`src/rtl/mem_port_arbiter.sv`:
```
// Shared memory port arbiter for instruction-fetch and load/store requesters.
// One transaction in flight at a time; the data side has priority unless
// fetch has been passed over STARVE_MAX times in a row.
module mem_port_arbiter #(
   parameter int unsigned ADDR_W     = 64,
   parameter int unsigned DATA_W     = 64,
   parameter int unsigned STARVE_MAX = 4    // legal range 1..15
) (
   input  logic              clk,
   input  logic              rstn,
   // fetch side
   input  logic              if_req,
   input  logic [ADDR_W-1:0] if_addr,
   output logic              if_grant,
   output logic              if_rvalid,
   output logic [DATA_W-1:0] if_rdata,
   // load/store side
   input  logic              dm_req,
   input  logic              dm_we,
   input  logic [ADDR_W-1:0] dm_addr,
   input  logic [DATA_W-1:0] dm_wdata,
   output logic              dm_grant,
   output logic              dm_rvalid,
   output logic [DATA_W-1:0] dm_rdata,
   // shared memory port
   output logic              mem_req,
   output logic              mem_we,
   output logic [ADDR_W-1:0] mem_addr,
   output logic [DATA_W-1:0] mem_wdata,
   input  logic              mem_ready,
   input  logic              mem_rvalid,
   input  logic [DATA_W-1:0] mem_rdata,
   // pipeline stall
   output logic              stall_pc
);

   localparam int unsigned CNT_W = 4;

   typedef enum logic [1:0] {IDLE, RD_WAIT, WR_DONE} state_e;
   typedef enum logic {OWN_IF, OWN_DM} owner_e;

   state_e           state_q, state_d;
   owner_e           owner_q, owner_d;
   logic [CNT_W-1:0] starve_q, starve_d;

   logic             starved;
   logic             sel_if;

   // Fetch is forced through once it has waited STARVE_MAX data grants.
   assign starved = (starve_q == CNT_W'(STARVE_MAX));
   assign sel_if  = if_req & (starved | ~dm_req);

   // Read data is passed straight through; rvalid alone qualifies it.
   assign if_rdata = mem_rdata;
   assign dm_rdata = mem_rdata;

   // Any requester not granted this cycle holds the pipeline.
   assign stall_pc = (if_req & ~if_grant) | (dm_req & ~dm_grant);

   // State, owner and starvation counter registers.
   always_ff @(posedge clk or negedge rstn) begin
      if (!rstn) begin
         state_q  <= IDLE;
         owner_q  <= OWN_IF;
         starve_q <= '0;
      end else begin
         state_q  <= state_d;
         owner_q  <= owner_d;
         starve_q <= starve_d;
      end
   end

   // Next-state, arbitration and memory-port drive.
   always_comb begin
      state_d   = state_q;
      owner_d   = owner_q;
      starve_d  = starve_q;
      mem_req   = 1'b0;
      mem_we    = 1'b0;
      mem_addr  = sel_if ? if_addr : dm_addr;
      mem_wdata = sel_if ? '0 : dm_wdata;
      if_grant  = 1'b0;
      dm_grant  = 1'b0;
      if_rvalid = 1'b0;
      dm_rvalid = 1'b0;

      case (state_q)
         IDLE: begin
            mem_req = if_req | dm_req;
            mem_we  = ~sel_if & dm_req & dm_we;
            // grants are held off while reset is asserted
            if (mem_req && mem_ready && rstn) begin
               if (sel_if) begin
                  if_grant = 1'b1;
                  owner_d  = OWN_IF;
                  state_d  = RD_WAIT;
                  starve_d = '0;
               end else begin
                  dm_grant = 1'b1;
                  owner_d  = OWN_DM;
                  state_d  = dm_we ? WR_DONE : RD_WAIT;
                  if (!if_req) begin
                     starve_d = '0;
                  end else if (!starved) begin
                     starve_d = starve_q + CNT_W'(1);
                  end
               end
            end
         end
         RD_WAIT: begin
            if (mem_rvalid) begin
               if_rvalid = (owner_q == OWN_IF);
               dm_rvalid = (owner_q == OWN_DM);
               state_d   = IDLE;
            end
         end
         WR_DONE: begin
            state_d = IDLE;
         end
         default: begin
            state_d = IDLE;
         end
      endcase
   end

endmodule

```
`config.mk`:
```
export PLATFORM = sky130hd
export DESIGN_NAME = mem_port_arbiter
export DESIGN_NICKNAME = d
export VERILOG_FILES = /design/src/rtl/mem_port_arbiter.sv
export SDC_FILE = /design/constraint.sdc
export NUM_CORES = 1
export LEC_CHECK = 0
export ABC_AREA = 1
export CAP_MARGIN = 20
export CORE_AREA = 2 2 203 205
export CTS_CLUSTER_DIAMETER = 80
export DETAILED_ROUTE_END_ITERATION = 6
export DIE_AREA = 0 0 205 207
export PLACE_DENSITY_LB_ADDON = 0.1
export SLEW_MARGIN = 15
export SYNTH_ARGS = -nofsm -noshare
export SYNTH_HDL_FRONTEND = slang
export SYNTH_SLANG_ARGS = --single-unit
```
`constraint.sdc`:
```
create_clock -name clk -period 2.3 [get_ports clk]
set_clock_uncertainty 0.05 [all_clocks]
set_input_delay 0.46 -clock clk [delete_from_list [all_inputs] [get_ports clk]]
set_output_delay 0.46 -clock clk [all_outputs]
set_load 0.02 [all_outputs]
```
* After elaboration in Yosys (flattened, before gate mapping) *
Index checks and enable logic that the tools add are counted.
W data, S select, Z words.

word-level totals
  memories kept = 0
  input bits = 263
  flip-flop bits (word level) = 7
  bits in read-only memories = 0
  bits in writable memories = 0
  bits in latches = 0
  logic and storage cells = 50
  output and inout port bits = 263

operators by class
  eq/ne operators = 5
  magnitude comparators = 0
  multiply operators = 0
  reduce and logical (&&, ||, !) cells = 6
  muxes and demuxes = 22
  shifts and indexed selects = 0
  div/mod/pow operators = 0
  add/sub/neg operators = 1
  bitwise logic cells = 13

operator list
  cell                   number
  $mux W64               2
  $mux W1                12
  $mux W4                3
  $mux W2                4
  $and A1 B1 Y1          5
  $not A1 Y1             5
  $add A4 B1 Y4 const B  1
  $eq A4 B3 Y1 const B   1
  $ne A2 B2 Y1 const B   2
  $pmux W2 S2            1
  $reduce_and A2 Y1      2
  $ne A3 B2 Y1 const B   1
  $or A1 B1 Y1           3
  $reduce_and A3 Y1      1
  $eq A2 B1 Y1 const B   1
  $logic_and A1 B1 Y1    2
  $logic_not A2 Y1       1

* Depth between registers and ports, before layout *
  depth after elaboration = 9
  depth in mapped cells = 10
  gate-level depth less buffers = 8

* Worst setup path after synthesis *
No wires, ideal clock.

  kind = reg2out
  start point = register starve_q[0]
  end point = output port mem_wdata[43]
  stages on the path, launching flop included = 10
  arrival time = 1.470 ns
  slack = 0.320 ns
  data required time = 1.790 ns
  cell sequence = dfrtp_1 -> inv_1 -> ha_1 -> nand3_1 -> nand2_1 -> nand2_2 -> inv_2 -> buf_4 -> buf_4 -> nor2_1

on the way
  cells in the longest elaborated chain, start to end = 4

RTL lines
  what                      RTL line  RTL
  start: declaration        44        logic [CNT_W-1:0] starve_q, starve_d;
  start signal: assignment  69        starve_q <= starve_d;
  $eq A4 B3 Y1              50        assign starved = (starve_q == CNT_W'(STARVE_MAX));
  $or A1 B1 Y1              51        assign sel_if = if_req & (starved | ~dm_req);
  $and A1 B1 Y1             51
  $mux W64                  81        mem_wdata = sel_if ? '0 : dm_wdata;
  end: declaration          29        output logic [DATA_W-1:0] mem_wdata,

Every way passes these cells.

* Final worst setup path *
  start point = register starve_q[1]
  end point = output port mem_wdata[31]

The elaborated chain is that of the path after synthesis.

==> impl_metrics.env <==
export IMPL_fin_total_pwr_w=0.00174
export IMPL_vias_per_cell=2.82
export IMPL_place_area_sq_mm=0.00594
export IMPL_antenna_found_initial=1
export IMPL_dieArea_sq_mm=0.0424
export IMPL_syn_area_per_cell_sq_um=5.20
export IMPL_rsz0062_at_grt="yes"
export IMPL_drt_iter0_drc=74
export IMPL_synth_seq_cells=7
export IMPL_pin_count=526
export IMPL_crit_chain="inv_2 > ha_4 > nand3_4 > nand2_4 > nand2_8 > clkinv_8 > buf_12 > buf_16 > buf_8 > nor2_4 > buf_6"
export IMPL_path_clk_slew_ns=0.04
export IMPL_antenna_left=0
export IMPL_clockPowerShare=0.175
export IMPL_grt_pass1_vias=3691
export IMPL_layout_commonest_cell="clkdlybuf4s50_1"
export IMPL_grt_overflow_total=0
export IMPL_synth_cells=530
export IMPL_cts_root_buf="clkbuf_16"
export IMPL_layout_nets=1025
export IMPL_start_util=0.0683
export IMPL_drive_gt1_frac=0.295
export IMPL_path_class="reg -> out"
export IMPL_dr_total_vias=3640
export IMPL_fin_util=0.150
export IMPL_power_leakage_nw=3.05
export IMPL_p_int_w=0.00105
export IMPL_grt_max_degree=44
export IMPL_end_kind="output pin"
export IMPL_fp_dieH_um=207
export IMPL_worstHoldPathType="in -> async"
export IMPL_clockBufferDepth=2
export IMPL_syn_num_nets=795
export IMPL_status="finished, final reports clean"
export IMPL_yosysSeqAreaShare=0.0635
export IMPL_rows=74
export IMPL_portBuffers=333
export IMPL_crit_required_ns=1.79
export IMPL_core_area_sq_mm=0.0404
export IMPL_period_share=0.999
export IMPL_seqCellArea_sq_um=175
export IMPL_syn_area_sq_mm=0.00276
export IMPL_critPathArrivalTime_ns=1.79
export IMPL_slowest_stage="dfrtp_1"
export IMPL_grt_usage=0.0736
export IMPL_fin_hold_ws_ns=0.494
export IMPL_drt_wirelength_per_cell_um=13.2
export IMPL_drv_cap=0
export IMPL_startpoint_type="register"
export IMPL_n_antenna_cell=0
export IMPL_die_x_um=205
export IMPL_hold_viol=0
export IMPL_cts_hold_fix_buffers=0
export IMPL_first_pass_iters=4
export IMPL_swShare=0.399
export IMPL_period_needed_ns=2.30
export IMPL_final_setup_viol_count=0
export IMPL_comb_power_share=0.740
export IMPL_worst_path_max_fanout=6
export IMPL_drcViolationCount=0
export IMPL_cellPowerDensity_mw_per_mm2=287
export IMPL_area_growth_pct=120
export IMPL_nFillCells=4746
export IMPL_max_stage_delay_ns=0.35
export IMPL_totalWireLength_um=17100
export IMPL_path_buf_inv=6
export IMPL_multiInputGateArea_sq_mm=0.00137
export IMPL_slew_violations=0
export IMPL_cts_buffers=3
export IMPL_place_hpwl_um=13800
export IMPL_cts_tree="done"
export IMPL_mostFrequentLayoutCells="clkdlybuf4s50_1 (196), nand2_1 (190), inv_1 (73), buf_4 (70)"
export IMPL_critical_path_top_delay_family="buffers and inverters"
export IMPL_p_sw_w=0.000696
export IMPL_cts_sinks=7
export IMPL_ir_worst_vdd_mv=0.184
export IMPL_fmax_mhz=435
export IMPL_seqPwrFrac=0.085
export IMPL_slew_headroom=0.830
export IMPL_clk_latency_ns=0.23
export IMPL_yosysWarnings=0
export IMPL_ys_types=18
export IMPL_fin_area_sq_mm=0.00606
export IMPL_grt_pass1_wl_um=23500
export IMPL_cts_htree_levels=1
export IMPL_place_congestion=0.739
export IMPL_r2r_slack_ns=0.75
export IMPL_worst_pin_slew_ns=0.256
per-layer routing:
metal  up-vias  track usage  share of wire
met1      1485       0.0732           0.34
li1       1845            -              -
met2       271        0.135           0.50
met3        35       0.0335           0.13
met5         -      0.00691         0.0030
met4         4       0.0221          0.019
stage by stage:
step | cells | setup TNS, ns | setup WS (ns)
2_1_floorplan | 530 | 0 | 0.320
3_3_place_gp | 1278 | -57.42 | -0.524
3_5_place_dp | 1278 | -56.83 | -0.525
4_1_cts | 1289 | -0.715 | -0.0642
5_1_grt | 1291 | -0.434 | -0.0698
6_report | 1291 | 0 | 0.00164
what timing repair did:
action / 4_1_cts / 5_1_grt
hold endpoints to repair: 0 / 0
setup buffers: 3 / 1
setup endpoints to repair: 135 / 86
pin swaps: 3 / 8
gates resized for setup: 511 / 160
gates cloned: 4 / 1
worst paths after layout:
path | depth (start not counted) | from | end
worst max-delay path | 11 | starve_q[1]$_DFFE_PN0P_ | mem_wdata[31]
worst min-delay path | 2 | rstn | starve_q[0]$_DFFE_PN0P_
worst max register to register | 9 | starve_q[1]$_DFFE_PN0P_ | starve_q[1]$_DFFE_PN0P_
worst min register to register | 2 | owner_q$_DFFE_PN0P_ | owner_q$_DFFE_PN0P_
max in group asynchronous | 2 | rstn | state_q[1]$_DFFE_PN0P_
min in group clk | 2 | owner_q$_DFFE_PN0P_ | owner_q$_DFFE_PN0P_
registers in the layout, summed over array words and instances, names as in the netlist:
name and flops:
owner_q 1, starve_q 4, state_q 2
synth_stat cells:
cell      count  area [sq um]
nand3_1       4          20.0
a21boi_0      1          7.51
clkbuf_1      3          11.3
nor2_4        1          11.3
o21ai_0       6          30.0
nor3_1        2          10.0
nor2_1       68           255
inv_2         1          3.75
buf_4       136          1020
a21oi_1       1          5.00
nand4_1       1          6.26
buf_6         7          78.8
nand2_2       2          12.5
inv_1        75           282
dfrtp_1       7           175
buf_2         3          15.0
nand2_1     210           788
ha_1          2          25.0
cell families (layout without fill, tap and decap cells):
group | after synthesis | count (layout) | share of synthesized area
and+or+nand+nor | 288 | 288 | 0.400
buffers and inverters | 225 | 454 | 0.512
AOI/OAI and AO/OA | 8 | 8 | 0.0154
DFF | 7 | 7 | 0.0635
adders and majority gates | 2 | 2 | 0.00907
worst reg2reg max path: cells and delay by family (launching register included):
kind | cells | cell delay [ns]
AO/OA/AOI/OAI | 1 | 0.15
adder cells (fa/ha/maj) | 1 | 0.16
buffers and inverters | 3 | 0.42
flip-flops | 1 | 0.35
AND/OR/NAND/NOR | 4 | 0.33
area by class of cell:
type	instances	share of cell area
tap	532	0.110
clock buffer	4	0.0130
timing repair buffer	374	0.573
inverter	76	0.0491
multi-input combinational	298	0.226
sequential	7	0.0289
power by group through the flow:
stage | logic, W | clock network (W) | registers, W
2_1_floorplan | 0.000801 | 0 | 0.000152
3_3_place_gp | 0.00131 | 0 | 0.000148
3_5_place_dp | 0.00129 | 0 | 0.000148
4_1_cts | 0.00124 | 0.000310 | 0.000148
5_1_grt | 0.00140 | 0.000321 | 0.000150
6_report | 0.00129 | 0.000305 | 0.000148
Note: power is estimated with default switching activity, not from simulation.
